**config.mk**
```make
export PLATFORM = sky130hd
export DESIGN_NAME = fifo_rd_stream_flat
export DESIGN_NICKNAME = d
export VERILOG_FILES = /design/src/rtl/fifo_rd_pkg.sv /design/src/rtl/fifo_rd_stream_if.sv /design/src/rtl/rd_skid_buf2.sv /design/src/rtl/fifo_rd_stream.sv /design/src/flat_wrapper.sv
export SDC_FILE = /design/constraint.sdc
export NUM_CORES = 1
export LEC_CHECK = 0
export CORE_MARGIN = 5
export CORE_UTILIZATION = 23
export CTS_CLUSTER_SIZE = 25
export DETAILED_ROUTE_END_ITERATION = 12
export PLACE_DENSITY = 0.45
export SYNTH_ARGS = -nofsm -noshare
export SYNTH_HDL_FRONTEND = slang
export SYNTH_SLANG_ARGS = --single-unit
export TNS_END_PERCENT = 5
```
**constraint.sdc**
```tcl
create_clock -name rclk -period 6.4 [get_ports rclk]
set_input_delay 1.28 -clock rclk [delete_from_list [all_inputs] [get_ports rclk]]
set_output_delay 1.28 -clock rclk [all_outputs]
set_load 0.02 [all_outputs]
```
**src/rtl/fifo_rd_pkg.sv**
```systemverilog
`default_nettype none
// ============================================================================
//  Module      : fifo_rd_pkg
//  Description : Shared types and constants for the async-FIFO read-side
//                stream adapter (state encoding, buffer depth, count width).
//  Revision    : 1.0  initial release
// ============================================================================
package fifo_rd_pkg;

  // Adapter operating mode: normal streaming or discarding words
  typedef enum logic [0:0] {
    RUN   = 1'b0,
    DRAIN = 1'b1
  } state_t;

  // Output buffer depth and the width of its occupancy count (0..2)
  localparam int BUF_DEPTH = 2;
  localparam int CNT_W     = 2;

  typedef logic [CNT_W-1:0] cnt_t;

endpackage
`default_nettype wire

```
**src/rtl/fifo_rd_stream_if.sv**
```systemverilog
`default_nettype none
// ============================================================================
//  Module      : fifo_rd_stream_if
//  Description : Bundles the FIFO read port and the valid/ready output
//                stream. The master side is the adapter; the slave side is
//                the surrounding FIFO plus stream sink.
//  Revision    : 1.0  initial release
// ============================================================================
interface fifo_rd_stream_if #(
  parameter int DSIZE = 8
);

  // FIFO zero-latency read port
  logic             fifo_rempty;
  logic [DSIZE-1:0] fifo_rdata;
  logic             fifo_rreq;

  // Output stream
  logic             m_valid;
  logic             m_ready;
  logic [DSIZE-1:0] m_data;

  modport master (
    input  fifo_rempty, fifo_rdata, m_ready,
    output fifo_rreq, m_valid, m_data
  );

  modport slave (
    output fifo_rempty, fifo_rdata, m_ready,
    input  fifo_rreq, m_valid, m_data
  );

endinterface
`default_nettype wire

```
**src/rtl/rd_skid_buf2.sv**
```systemverilog
`default_nettype none
// ============================================================================
//  Module      : rd_skid_buf2
//  Description : Two-entry in-order buffer with push, pop and clear. Clear
//                wins over any push/pop in the same cycle. The caller never
//                pushes when full nor pops when empty.
//  Revision    : 1.0  initial release
// ============================================================================
module rd_skid_buf2
  import fifo_rd_pkg::*;
#(
  parameter int DSIZE = 8
) (
  input  wire logic             clk,
  input  wire logic             rst,
  input  wire logic             push_i,
  input  wire logic [DSIZE-1:0] din_i,
  input  wire logic             pop_i,
  input  wire logic             clear_i,
  output logic      [CNT_W-1:0] count_o,
  output logic      [DSIZE-1:0] head_o
);

  logic [DSIZE-1:0] mem_q [BUF_DEPTH];
  logic             rd_ptr_q, rd_ptr_d;
  logic             wr_ptr_q, wr_ptr_d;
  cnt_t             count_q, count_d;

  // Next pointers and occupancy; clear empties the buffer and realigns pointers
  always_comb begin
    rd_ptr_d = rd_ptr_q;
    wr_ptr_d = wr_ptr_q;
    count_d  = count_q;
    if (clear_i) begin
      rd_ptr_d = 1'b0;
      wr_ptr_d = 1'b0;
      count_d  = '0;
    end else begin
      if (push_i) wr_ptr_d = ~wr_ptr_q;
      if (pop_i)  rd_ptr_d = ~rd_ptr_q;
      count_d = count_q + cnt_t'(push_i) - cnt_t'(pop_i);
    end
  end

  // Storage and pointer registers
  always_ff @(posedge clk) begin
    if (rst) begin
      mem_q[0] <= '0;
      mem_q[1] <= '0;
      rd_ptr_q <= 1'b0;
      wr_ptr_q <= 1'b0;
      count_q  <= '0;
    end else begin
      if (push_i && !clear_i) mem_q[wr_ptr_q] <= din_i;
      rd_ptr_q <= rd_ptr_d;
      wr_ptr_q <= wr_ptr_d;
      count_q  <= count_d;
    end
  end

  assign count_o = count_q;
  assign head_o  = mem_q[rd_ptr_q];

endmodule
`default_nettype wire

```
**src/rtl/fifo_rd_stream.sv**
```systemverilog
`default_nettype none
// ============================================================================
//  Module      : fifo_rd_stream
//  Description : Read-side adapter for the async FIFO. Pops words into a
//                2-entry buffer and presents them as a valid/ready stream.
//                A flush discards buffered words and drains the FIFO.
//                Debug counters track handshakes (wrapping) and discarded
//                words (saturating).
//  Revision    : 1.0  initial release
// ============================================================================
module fifo_rd_stream
  import fifo_rd_pkg::*;
#(
  parameter int DSIZE = 8,
  parameter int CW    = 16
) (
  input  wire logic          rclk,
  input  wire logic          rrst,
  fifo_rd_stream_if.master   bus,
  input  wire logic          flush,
  output logic               busy,
  output logic [CW-1:0]      xfer_count,
  output logic [CW-1:0]      drop_count
);

  state_t           state_q, state_d;
  logic [CW-1:0]    xfer_q, xfer_d;
  logic [CW-1:0]    drop_q, drop_d;
  logic [CW:0]      w_drop_sum;
  cnt_t             w_count;
  cnt_t             w_drop_inc;
  logic [DSIZE-1:0] w_head;
  logic             w_run;
  logic             w_flush_run;
  logic             w_rreq;
  logic             w_push;
  logic             w_hs;

  assign w_run       = (state_q == RUN);
  assign w_flush_run = w_run && flush;
  assign w_hs        = bus.m_valid && bus.m_ready;
  assign w_push      = w_run && w_rreq;

  // Pop request from registered state, empty flag and flush only; the sink's
  // ready is deliberately kept out of this path
  always_comb begin
    w_rreq = 1'b0;
    if (!rrst) begin
      if (w_run) w_rreq = !bus.fifo_rempty && (w_count < cnt_t'(BUF_DEPTH)) && !flush;
      else       w_rreq = !bus.fifo_rempty;
    end
  end

  // Mode transitions; a flush seen while already draining has no effect
  always_comb begin
    state_d = state_q;
    case (state_q)
      RUN:     if (flush)            state_d = DRAIN;
      DRAIN:   if (bus.fifo_rempty)  state_d = RUN;
      default:                       state_d = RUN;
    endcase
  end

  // Counter updates: a flush discards whatever the same-cycle handshake
  // leaves behind; in DRAIN every popped word is a discard
  always_comb begin
    w_drop_inc = '0;
    if (w_flush_run)            w_drop_inc = w_count - cnt_t'(w_hs);
    else if (!w_run && w_rreq)  w_drop_inc = cnt_t'(1);
    xfer_d     = xfer_q + CW'(w_hs);
    w_drop_sum = {1'b0, drop_q} + (CW+1)'(w_drop_inc);
    drop_d     = w_drop_sum[CW] ? {CW{1'b1}} : w_drop_sum[CW-1:0];
  end

  // State and counter registers
  always_ff @(posedge rclk) begin
    if (rrst) begin
      state_q <= RUN;
      xfer_q  <= '0;
      drop_q  <= '0;
    end else begin
      state_q <= state_d;
      xfer_q  <= xfer_d;
      drop_q  <= drop_d;
    end
  end

  rd_skid_buf2 #(
    .DSIZE (DSIZE)
  ) u_buf (
    .clk     (rclk),
    .rst     (rrst),
    .push_i  (w_push),
    .din_i   (bus.fifo_rdata),
    .pop_i   (w_hs),
    .clear_i (w_flush_run),
    .count_o (w_count),
    .head_o  (w_head)
  );

  assign bus.fifo_rreq = w_rreq;
  assign bus.m_valid   = (w_count != '0) && w_run;
  assign bus.m_data    = w_head;
  assign busy          = (state_q == DRAIN);
  assign xfer_count    = xfer_q;
  assign drop_count    = drop_q;

endmodule
`default_nettype wire

```
**src/flat_wrapper.sv**
```systemverilog
// flat-port wrapper written by rule: the top's interface ports become plain ports
module fifo_rd_stream_flat import fifo_rd_pkg::*;
#(
  parameter int DSIZE = 8,
  parameter int CW    = 16
)
  (rclk, rrst, flush, busy, xfer_count, drop_count, bus_fifo_rempty, bus_fifo_rdata, bus_m_ready, bus_fifo_rreq, bus_m_valid, bus_m_data);
  fifo_rd_stream_if #(.DSIZE(DSIZE)) bus_i ();
  input  wire logic rclk;
  input  wire logic rrst;
  input  wire logic flush;
  output logic busy;
  output logic [CW-1:0] xfer_count;
  output logic [CW-1:0] drop_count;
  input wire logic [$bits(bus_i.fifo_rempty)-1:0] bus_fifo_rempty;
  input wire logic [$bits(bus_i.fifo_rdata)-1:0] bus_fifo_rdata;
  input wire logic [$bits(bus_i.m_ready)-1:0] bus_m_ready;
  output wire logic [$bits(bus_i.fifo_rreq)-1:0] bus_fifo_rreq;
  output wire logic [$bits(bus_i.m_valid)-1:0] bus_m_valid;
  output wire logic [$bits(bus_i.m_data)-1:0] bus_m_data;
  assign bus_i.fifo_rempty = bus_fifo_rempty;
  assign bus_i.fifo_rdata = bus_fifo_rdata;
  assign bus_i.m_ready = bus_m_ready;
  assign bus_fifo_rreq = bus_i.fifo_rreq;
  assign bus_m_valid = bus_i.m_valid;
  assign bus_m_data = bus_i.m_data;
  fifo_rd_stream #(.DSIZE(DSIZE), .CW(CW)) u_core (.rclk(rclk), .rrst(rrst), .bus(bus_i), .flush(flush), .busy(busy), .xfer_count(xfer_count), .drop_count(drop_count));
endmodule
```
## Yosys cells after proc, flatten, opt, wreduce, memory -nomap -nowiden

Memory sizes are Yosys's and may differ from the RTL's. A register that Yosys moved wholly into a read port is not among the register bits.
Cells that the tools add are included.

- Bits in registers: 37
- Bits in writable memories: 16
- Input bits: 13
- Output and inout bits: 43
- Word-level logic and storage cells: 48
- Memories kept: 1

Memory list:

| name | depth | bits a word | rd ports | clocked after Yosys merged registers in | wr ports | RTL line | RTL |
|---|---|---|---|---|---|---|---|
| u_core.u_buf.mem_q | 2 | 8 | 1 | 1 | 2 | rd_skid_buf2.sv:24 | `logic [DSIZE-1:0] mem_q [BUF_DEPTH];` |

- $add $sub $neg: 5
- $lt $le $gt $ge: 1
- Mux-type cells: 18
- Bitwise logic cells: 3
- Reductions and logical operators: 14

Operators with widths:

| operator | number |
|---|---|
| $add A16 B2 Y17 | 1 |
| $add A16 B1 Y16 | 1 |
| $mux W16 | 1 |
| $mux W1 | 14 |
| $logic_and A1 B1 Y1 | 8 |
| $mux W8 | 1 |
| $reduce_or A8 Y1 | 1 |
| $sub A2 B1 Y2 | 2 |
| $logic_not A1 Y1 | 3 |
| $not A1 Y1 | 3 |
| $add A2 B1 Y2 | 1 |
| $lt A2 B2 Y1 const B | 1 |
| $mux W2 | 1 |
| $pmux W1 S2 | 1 |
| $reduce_bool A2 Y1 | 1 |
| $reduce_or A2 Y1 | 1 |

## Depth between registers and ports, before layout

Gate-level depths: netlist of run 1.

- Word-level depth: 12
- Gate-level depth with buffers: 13
- Depth with buffers taken out: 12

## Cells and area by module

Synthesis of run 1 repeated with hierarchy kept, for this count alone.

- Cells, all modules: 244
- Area total of the unflattened synthesis: 2544.9 um2

By module, submodules not included:

| module | times used | cells an instance | area an instance (um2) | seq. area each (um2) |
|---|---|---|---|---|
| fifo_rd_stream | 1 | 178 | 1610.3 | 660.6 |
| rd_skid_buf2 | 1 | 66 | 934.6 | 580.6 |

## Worst setup path after synthesis of run 1

No wires, ideal clock.

- Path kind: input -> register
- Start point: input bus_m_ready
- End point: register u_core.drop_q[2] (netlist: u_core.drop_count[2])
- Setup time: 0.071 ns
- Arrival time: 3.580 ns
- Data required time: 6.329 ns
- Setup slack: 2.749 ns
- Stages on the path: 13
- Path buffers: 1
- Cells stage by stage: o21ai_0 > nor2_1 > ha_1 > nor2_1 > a22o_1 > ha_1 > inv_1 > fa_1 > nand3b_1 > nor4_4 > nand4_2 > buf_6 > a21oi_1

- Cells in the longest elaborated chain, start to end: 5

Ends and longest elaborated chain:

| what | RTL line | RTL |
|---|---|---|
| start: declaration | flat_wrapper.sv:17 | `input wire logic [$bits(bus_i.m_ready)-1:0] bus_m_ready;` |
| $logic_and A1 B1 Y1 | fifo_rd_stream.sv:41 | `assign w_hs = bus.m_valid && bus.m_ready;` |
| net u_core.u_buf.pop_i | rd_skid_buf2.sv:18 | `input wire logic pop_i,` |
| $sub A2 B1 Y2 | fifo_rd_stream.sv:68 | `if (w_flush_run) w_drop_inc = w_count - cnt_t'(w_hs);` |
| $mux W2 | fifo_rd_stream.sv:68 |  |
| $add A16 B2 Y17 | fifo_rd_stream.sv:71 | `w_drop_sum = {1'b0, drop_q} + (CW+1)'(w_drop_inc);` |
| $mux W16 | fifo_rd_stream.sv:72 | `drop_d = w_drop_sum[CW] ? {CW{1'b1}} : w_drop_sum[CW-1:0];` |
| end signal: assignment | fifo_rd_stream.sv:84 | `drop_q <= drop_d;` |
| end: declaration | fifo_rd_stream.sv:28 | `logic [CW-1:0] drop_q, drop_d;` |

The timed path passes the listed nets, and every way through them passes these cells.
A chain may end at the register's enable or synchronous reset.

## Worst setup path in the final report of run 1

- Start point: input bus_m_ready
- End point: register u_core.drop_q[0] (netlist: u_core.drop_count[0])

Same word-level chain as after synthesis.

==> metrics.md, run 1 <==
| Metric | Value |
|---|---|
| Status | finished, final reports clean |
| Non-filler cells, final | 439 |
| H-tree levels | 2 |
| Multi-input gate area | 0.001184 mm2 |
| Yosys top cell area share | 0.3019 |
| Worst endpoint data arrival time | 4.45 ns |
| Synthesized Nets | 266 |
| Post-Route Setup TNS | 0 ns |
| Setup-failing EPs final | 0 |
| Final GP Congestion | 0.7384 |
| Slew headroom | 0.6239 |
| Fin crit period | 4.220 ns |
| TritonCTS Buffers | 5 |
| Worst path slowest cell | clkdlybuf4s50_1 |
| Final #Nets | 318 |
| Initial Util | 0.2335 |
| All-layer global routing usage | 0.09344 |
| PortBufs | 55 |
| Fmax | 0.2370 GHz |
| Syn. warnings | 0 |
| Hold Buf Count CTS | 0 |
| Area of the core | 0.01079 mm2 |
| Count of different cell masters after synthesis | 43 |
| PwrDens | 204.4 mW/mm2 |
| Final Hold Fails | 0 |
| Post-DP HPWL | 4300 um |
| Asr flop ratio synth | 0 |
| Clk slew on worst S/H paths | approximately 0.09 ns |
| Synthesized instance count | 246 |
| Seq/Total Area, Yosys | 0.4926 |
| Unrepaired setup endpoints after global routing | false |
| Commonest cells in the netlist | dfxtp_1 (38), nor2_1 (22), a21oi_1 (17) |
| Dpl cell area | 0.003199 mm2 |
| Residual DRC | 0 |
| Gr ovfl total | 0 |
| Vias in the first global route | a little under 2k |
| Share of layout cells above drive strength 1 | 0.08361 |
| # fillers | 1154 |
| Worst-Margin Slew | 0.5630 ns |
| Clock sink total | 54 |
| Clk Latency, worst-skew pair | roughly 0.30 ns |
| Hold Crit Class | register to register |
| Final instance area | between 0.003 and 0.004 mm2 |
| Post-Syn Area | 0.002520 mm2 |
| Vias per cell | 4.282 |
| CTS tree | built |
| Via count | 1880 |
| Global-route wire length before repair | 9942 um |
| Reg area | 0.001241 mm2 |
| Inst Count DP | 431 |
| WS Path Type | input pin to register |
| Number of DRC markers in iteration 0 | 47 |
| Worst path max stage delay | about 0.45 ns |
| Antenna Nets Post-Route | 0 |
| Clk root buf | clkbuf_8 |
| Syn_area_per_cell | between 10 and 15 um2 |
| Worst vdd ir | 0.00009005 V |
| MaxCap Viol Count | 0 |
| CTS resizes | 0 |
| Most frequent cell after synthesis | dfxtp_1 |
| Leading area contributor after synthesis | dfxtp_1 |
| Dominant cells by area after synthesis | dfxtp_1 (30%), edfxtp_1 (19%), xnor2_1 (4.5%) |
| Row cnt | 38 |
| Synthesized flop and latch total | 54 |
| Routed wire length | ~5900 um |
| Largest net degree at the start of global routing | 42 |
| Initial antenna violation count | 0 |
| Post-synth top flop | dfxtp_1 |
| EDFF count, synth | 16 |
| P_leak | 1.218 nW |
| Setup crit end kind | register |
| I/O Pins | 56 |
| Max FO, Critical Path | 13 |
| CTS max path bufs | 2 |
| Slew Viols, Final | 0 |
| Die footprint | between 0.01 and 0.015 mm2 |
| Area delta synth->final | 32.22% |
| ANT cells | 0 |
| Post-CTS setup buffers | 0 |
| Critical path required time | 6.63 ns |
| Drt wl/cell | roughly 14 um |
| Die width | between 100 and 150 um |
| Die height | 114.7 um |
| Drt pass-1 iters | 4 |
| Clk_skew | 0.009653 ns |
| Tcrit/Tclk final | 0.6593 |
| Startpoint types | input pin |
| Cells along the critical path | clkdlybuf4s50_1 > o21ai_0 > nor2_1 > ha_1 > nor2_1 > a22o_1 > ha_1 > inv_1 > fa_1 > nand3b_1 > nor4_4 > nand4_2 > a21oi_1 |
worst max-delay path, delay by kind of cell:
kind / cells / cell delay (ns)
simple gates: 5 / 1.31
fa+ha+maj: 3 / 0.86
buf+inv: 2 / 0.51
compound gates: 3 / 0.50
flip-flops by register name, summed over array words and instances, names as in the netlist, named ones only:
name and flops:
u_core.busy 1, u_core.drop_count 16, u_core.u_buf.count_o 2, u_core.u_buf.mem_q 16, u_core.u_buf.rd_ptr_q 1, u_core.u_buf.wr_ptr_q 1
u_core.xfer_count 16
logic make-up (layout without fill, tap and decap cells):
group | Yosys count | in the layout | synth area share
and+or+nand+nor | 101 | 101 | 0.2383
DFF | 54 | 54 | 0.4926
AOI/OAI and AO/OA | 27 | 27 | 0.06207
xor gates and xnor gates | 25 | 25 | 0.08689
buffers and inverters | 22 | 75 | 0.03774
muxes | 10 | 10 | 0.04469
adders and majority gates | 7 | 7 | 0.03774
cells in the final DEF, fill, tap and decap left out, drive strengths merged, types with 2 or more instances in the layout:
master and instances:
a21oi 17, nand3b 2, and3 10, clkbuf 5
dfxtp 38, mux2 10, nand3 10, and2 10
nand4 8, nor3 8, xor2 12, nor3b 2
nor2 22, bufinv 2, inv 11, and4 4
xnor2 13, ha 6, nor2b 7, o21ai 4
edfxtp 16, clkdlybuf4s50 55, nand2 9, nor4 3
worst paths after layout:
check | slack, ns | from | endpoint | cells past startpoint
worst min register to register | 0.52 | u_core.u_buf.rd_ptr_q | u_core.u_buf.rd_ptr_q | 2
worst min-delay path | 0.52 | u_core.u_buf.rd_ptr_q | u_core.u_buf.rd_ptr_q | 2
worst max-delay path | 2.18 | bus_m_ready | u_core.drop_count[0] | 13
worst max register to register | 3.08 | u_core.u_buf.count_o[1] | u_core.drop_count[0] | 12
where the power goes:
group / switching, W / internal (W) / total, W
combinational: 0.0000260 / 0.0000242 / 0.0000502
clock: 0.000113 / 0.000155 / 0.000268
sequential: 0.00000455 / 0.000359 / 0.000363
stage by stage:
step,utilization,worst slack (ns),power (W),hold WS [ns]
CTS,0.3087,2.142,0.0006946,0.5338
floorplan,-,2.749,0.0003961,0.4790
detailed placement,0.2964,1.823,0.0004222,0.5178
finish,0.3087,2.180,0.0006811,0.5213
global placement,0.2964,1.908,0.0004220,0.5023
global route,0.3087,1.839,0.0007155,0.5719
per-layer routing:
metal,vias up,GRT usage,share of wire
met4,0,0.02930,0.011
met5,-,0,0
met1,885,0.1179,0.47
met3,4,0.02590,0.049
met2,33,0.1544,0.47
li1,958,-,-
final cells by class:
| cell class | count | share of cell area |
|---|---|---|
| Sequential cell | 54 | 0.3725 |
| Multi-Input combinational cell | 170 | 0.3552 |
| Timing Repair Buffer | 56 | 0.1675 |
| Tap cell | 140 | 0.05257 |
| Clock buffer | 5 | 0.02065 |
| Clock inverter | 3 | 0.01915 |
| Inverter | 11 | 0.01239 |
Note: power is estimated with default switching activity, not from simulation.
==> run 2, diff against run 1 <==
Clock period 6.4 ns to 4.1 ns, I/O delays scaled along.
==> run 2 against run 1 <==
Sequential share of layout area increased by 0.34 points. Clock skew down 0.0057 ns. Routed wire length is 0.24% higher. Sequential power rose by 56%. Total power rose by 37%. Flip-flop and latch count unchanged. Clock-buffer cell count increased by 3. Utilization fell by 0.28 points. Non-clock buffer count grew 3. Critical endpoint unchanged.
==> metrics.md, run 2 (same netlist as run 1, synthesis figures left out) <==
| Metric | Value |
|---|---|
| Worst-Margin Slew | 0.4655 ns (-0.09757 ns) |
| Worst vdd ir | 0.0001356 V (+51%) |
| Initial Util | 0.2335 (unchanged) |
| WHS Path Cells | 2 (unchanged) |
| Most frequent cells in the layout | clkdlybuf4s50_1 (55), dfxtp_1 (38), nor2_1 (22) |
| WS Path Type | input pin to register |
| Hold Buf Count CTS | 0 (unchanged) |
| Share of layout cells above drive strength 1 | 0.08609 (+0.002481) |
| CTS tree | built |
| MaxCap Viol Count | 0 (unchanged) |
| Multi-input gate area | 0.001184 mm2 (unchanged) |
| Final instance area | 0.003302 mm2 (-0.90%) |
| H-tree levels | 2 (unchanged) |
| PortBufs | 55 (unchanged) |
| Die height | 114.7 um (unchanged) |
| Dpl cell area | 0.003222 mm2 (+0.70%) |
| Largest net degree at the start of global routing | 42 (unchanged) |
| I/O Pins | 56 (unchanged) |
| Die footprint | 0.01315 mm2 (unchanged) |
| Post-DP HPWL | 4311 um (+0.25%) |
| Vias per cell | 4.290 (+0.17%) |
| Area delta synth->final | 31.03% |
| Hold Crit Class | register to register |
| Area of the core | 0.01079 mm2 (unchanged) |
| Number of DRC markers in iteration 0 | 58 (+23%) |
| Most common cell after layout, fill and taps aside | clkdlybuf4s50_1 |
| DR top layer | met4 |
| Startpoint types | input pin |
| Slew headroom | 0.6891 (+0.06518) |
| Clk slew on worst S/H paths | 0.09 ns (about the same) |
| Register-to-Register Path Depth | 12 (unchanged) |
| Status | finished, final reports clean |
| All-layer global routing usage | 0.09099 (-0.002447) |
| Final Hold Fails | 0 (unchanged) |
| Drt wl/cell | 13.46 um (-0.44%) |
| Max FO, Critical Path | 13 (unchanged) |
| Global-route wire length before repair | 9584 um (-3.6%) |
| Vias in the first global route | 1878 (-3.7%) |
| Metal-1 WL | 2812 um (about the same) |
| Row cnt | 38 (unchanged) |
| Non-filler cells, final | 442 (+0.68%) |
| Unrepaired setup endpoints after global routing | false |
| CTS resizes | 0 (unchanged) |
| TritonCTS Buffers | 5 (unchanged) |
| Post-CTS setup buffers | 0 (unchanged) |
| Final #Nets | 321 (+0.94%) |
| Inst Count DP | 434 (+0.70%) |
| Fmax | 0.2801 GHz |
| Met2 WL | 2805 um (+1.2%) |
| Routed wire length | 5949 um (+0.24%) |
| Tcrit/Tclk final | 0.8707 |
| Fin crit period | 3.570 ns |
| Routed wl met3 | 265 um (-8.6%) |
| Setup-failing EPs final | 0 (unchanged) |
| Worst endpoint data arrival time | 3.80 ns (-0.65 ns) |
| Antenna Nets Post-Route | 0 (unchanged) |
| CTS max path bufs | 2 (unchanged) |
| Setup crit end kind | register |
| Critical path required time | 4.33 ns (-2.30 ns) |
| Clk Latency, worst-skew pair | 0.30 ns (about the same) |
| P_leak | 1.206 nW (-0.93%) |
| Via count | 1896 (+0.85%) |
| Gr ovfl total | 0 (unchanged) |
| Initial antenna violation count | 0 (unchanged) |
| Reg area | 0.001241 mm2 (unchanged) |
| Tot Pwr | 0.0009354 W (+37%) |
| Drt pass-1 iters | 4 (unchanged) |
| Clk_skew | 0.003917 ns (-0.005736 ns) |
| Slew Viols, Final | 0 (unchanged) |
| # fillers | 1143 (-0.95%) |
| ANT cells | 0 (unchanged) |
| Final GP Congestion | 0.7018 (-5.0%) |
| Die width | 114.7 um (unchanged) |
| Post-Route Setup TNS | 0 ns (unchanged) |
| Clock sink total | 54 (unchanged) |
| Clk root buf | clkbuf_8 |
| Residual DRC | 0 (unchanged) |
| PwrDens | 283.3 mW/mm2 (+39%) |
run 2: layout make-up:
cell class	instances	area share
multi-input cells	170	0.3585
well taps	140	0.05305
flip-flops and latches	54	0.3759
inverters	11	0.01250
clock buffers	8	0.02425
repair buffers	59	0.1758
run 2: where the power goes:
| part | switching (W) | internal, W | leakage (nW) | total (W) |
|---|---|---|---|---|
| registers | 0.00000705 | 0.000560 | 0.473 | 0.000567 |
| clock network | 0.000168 | 0.000122 | 0.0395 | 0.000290 |
| logic | 0.0000399 | 0.0000382 | 0.694 | 0.0000781 |
| total | 0.000215 | 0.000720 | 1.21 | 0.000935 |
run 2: stage by stage:
stage                     worst slack, ns  utilization  hold slack, ns
after global routing               0.2841       0.3059          0.5661
after floorplan                    0.9090            -          0.4790
after detailed placement           0.1722       0.2985          0.5105
after CTS                          0.4780       0.3059          0.5332
after global placement             0.2369       0.2985          0.5039
final                              0.5300       0.3059          0.5286
run 2: path summary, 6_finish.rpt:
check                               to  slack (ns)                     from
hold reg to reg               register        0.53    u_core.u_buf.rd_ptr_q
setup reg to reg  u_core.drop_count[0]        0.98  u_core.u_buf.count_o[1]
hold / removal                register        0.53    u_core.u_buf.rd_ptr_q
setup / recovery  u_core.drop_count[0]        0.53              bus_m_ready
run 2: layer usage:
layer	GRT usage	up-vias
li1	-	963
met1	0.1158	894
met2	0.1502	35
met3	0.02378	4
met4	0.02850	0
met5	0	-
run 2: worst max-delay path: stages:
cell and delay (ns):
clkdlybuf4s50_1 0.45, o21ai_0 0.11, nor2_1 0.17, ha_1 0.27, nor2_1 0.12, a22o_1 0.14, ha_1 0.15, inv_1 0.06
fa_1 0.37, nand3b_1 0.25, nor4_4 0.29, nand4_2 0.36, a21oi_1 0.24
==> run 3, diff against run 2 <==
Settings changed: CORE_UTILIZATION 23 to 35, PLACE_DENSITY 0.45 to 0.61.
==> run 3 against run 2 <==
Via count is 1.6% higher. Clock-buffer cell count shrank 3. Design area is 0.99% lower. First-iteration DRC count decreased by 33%. Cell count is 9.7% lower. Die area shrank 32%. Combinational power fell by 1%. Setup slack worse by 0.16 ns. Clock skew rose by 0.0037 ns. Register-to-register slack got worse by 0.12 ns. Critical path depth is the same. Utilization grew 15 points. Critical path type unchanged. Critical endpoint unchanged. Largest cell class unchanged. Largest power group unchanged. Highest routed layer unchanged.
==> metrics.md, run 3 (same netlist as run 1, synthesis figures left out) <==
| Metric | Value |
|---|---|
| Setup-failing EPs final | 0 (unchanged) |
| CTS resizes | 0 (unchanged) |
| Fin crit period | 3.732 ns (+0.1616 ns) |
| P_leak | 1.208 nW (+0.11%) |
| Tcrit/Tclk final | 0.9102 (+0.03943) |
| Worst endpoint data arrival time | 3.97 ns (+0.17 ns) |
| Post-Route Setup TNS | 0 ns (unchanged) |
| # fillers | 728 (-36%) |
| All-layer global routing usage | 0.1204 (+0.02946) |
| Worst path max stage delay | 0.47 ns (+0.02 ns) |
| Crit Reg-Reg Endpoint | u_core.drop_count[0] |
| Largest net degree at the start of global routing | 42 (unchanged) |
| Number of DRC markers in iteration 0 | 39 (-33%) |
| Die footprint | 0.008997 mm2 (-32%) |
| Cells along the critical path | clkdlybuf4s50_1 > o21ai_0 > nor2_1 > ha_1 > nor2_1 > a22o_1 > ha_1 > inv_1 > fa_1 > nand3b_1 > nor4_4 > nand4_2 > a21oi_1 |
| WS Path Type | input pin to register |
| Die width | 94.85 um (-17%) |
| Final Hold Fails | 0 (unchanged) |
| Drt wl/cell | 13.34 um (-0.86%) |
| Reg-to-Reg Start | u_core.u_buf.count_o[1] |
| Fmax | 0.2680 GHz (-4.3%) |
| Status | finished, final reports clean |
| PortBufs | 55 (unchanged) |
| Clk root buf | clkbuf_8 |
| Hold_sp | u_core.u_buf.rd_ptr_q |
| TritonCTS Buffers | 5 (unchanged) |
| CTS max path bufs | 2 (unchanged) |
| Vias per cell | 4.830 (+13%) |
| Hold Path End | u_core.u_buf.rd_ptr_q |
| Share of layout cells above drive strength 1 | 0.09000 (+0.003907) |
| Slew headroom | 0.6531 (-0.03597) |
| Drt pass-1 iters | 4 (unchanged) |
| I/O Pins | 56 (unchanged) |
| Setup crit end kind | register |
| WHS Path Cells | 2 (unchanged) |
| Fin Hold WS | 0.5194 ns (-0.009189 ns) |
| Clk Latency, worst-skew pair | 0.31 ns (about the same) |
| Worst path slowest cell | clkdlybuf4s50_1 |
| CTS tree | built |
| Reg2reg setup slack | 0.86 ns (-0.12 ns) |
| Area of the core | 0.007137 mm2 (-34%) |
| Clk_skew | 0.007662 ns (+0.003745 ns) |
| Clk slew on worst S/H paths | 0.09 ns (about the same) |
| Routed wire length | 5324 um (-11%) |
| Final #Nets | 319 (-0.62%) |
| Die height | 94.85 um (-17%) |
| Vias in the first global route | 1688 (-10%) |
| Area delta synth->final | 29.74% |
| Gr ovfl total | 0 (unchanged) |
| Max FO, Critical Path | 13 (unchanged) |
| Unrepaired setup endpoints after global routing | false |
| Register-to-Register Path Depth | 12 (unchanged) |
| Post-DP HPWL | 3785 um (-12%) |
| Most common cell after layout, fill and taps aside | clkdlybuf4s50_1 |
| H-tree levels | 2 (unchanged) |
| Worst-Margin Slew | 0.5193 ns (+0.05385 ns) |
| Initial antenna violation count | 0 (unchanged) |
| Via count | 1927 (+1.6%) |
| Worst vdd ir | 0.0001497 V (+10%) |
| Initial Util | 0.3531 (+0.1196) |
| Global-route wire length before repair | 8466 um (-12%) |
| Non-filler cells, final | 399 (-9.7%) |
| Post-CTS setup buffers | 0 (unchanged) |
| MaxCap Viol Count | 0 (unchanged) |
| Final GP Congestion | 0.7806 (+11%) |
| Inst Count DP | 391 (-9.9%) |
| Most frequent cells in the layout | clkdlybuf4s50_1 (55), dfxtp_1 (38), nor2_1 (22) |
| PwrDens | 305.8 mW/mm2 (+7.9%) |
| Critical path required time | 4.34 ns (about the same) |
| Residual DRC | 0 (unchanged) |
| ANT cells | 0 (unchanged) |
| Clock sink total | 54 (unchanged) |
| Slew Viols, Final | 0 (unchanged) |
| Row cnt | 31 (-18%) |
| Hold Buf Count CTS | 0 (unchanged) |
| Hold Crit Class | register to register |
| Antenna Nets Post-Route | 0 (unchanged) |
| Startpoint types | input pin |
run 3: worst max path at each step:
stage | from | endpoint | slack, ns
2_1_floorplan | bus_m_ready | u_core.drop_count[2] | 0.91
3_3_place_gp | bus_m_ready | u_core.drop_count[13] | 0.11
3_5_place_dp | bus_m_ready | u_core.drop_count[13] | 0.07
4_1_cts | bus_m_ready | u_core.drop_count[13] | 0.38
5_1_grt | bus_m_ready | u_core.drop_count[3] | 0.07
6_report | bus_m_ready | u_core.drop_count[0] | 0.37
run 3: area by class of cell:
cell class,count,area [um2],share of cell area
inverter,11,41.29,0.01263
clock inverter,3,45.04,0.01378
multi-input combinational,170,1184,0.3620
clock buffer,5,68.82,0.02105
tap,99,123.9,0.03789
timing repair buffer,57,565.5,0.1730
sequential,54,1241,0.3796
run 3: worst max-delay path: cells and delay by family:
kind / cells / cell delay, ns
adders and majority gates: 3 / 0.84
buffers and inverters: 2 / 0.52
and+or+nand+nor: 5 / 1.30
AOI/OAI and AO/OA: 3 / 0.49
run 3: power by group:
| group | internal (W) | leakage, nW | switching (W) |
|---|---|---|---|
| clock network | 0.000182 | 0.0504 | 0.000174 |
| logic | 0.0000382 | 0.684 | 0.0000390 |
| registers | 0.000560 | 0.473 | 0.00000712 |
| total | 0.000780 | 1.21 | 0.000220 |
run 3: stage by stage:
step	total power, W	area [um2]	util	worst slack (ns)
after floorplan	0.0006182	2520	-	0.9090
after global placement	0.0006571	3156	0.4421	0.1102
after detailed placement	0.0006580	3156	0.4421	0.06657
after CTS	0.001013	3269	0.4581	0.3792
after global routing	0.001042	3269	0.4581	0.07374
final	0.0009997	3269	0.4581	0.3683
run 3: layer usage:
| layer | share of wire | global-route usage |
|---|---|---|
| met5 | 0 | 0 |
| met1 | 0.47 | 0.1548 |
| met3 | 0.054 | 0.03267 |
| met4 | 0.014 | 0.04808 |
| met2 | 0.47 | 0.1914 |
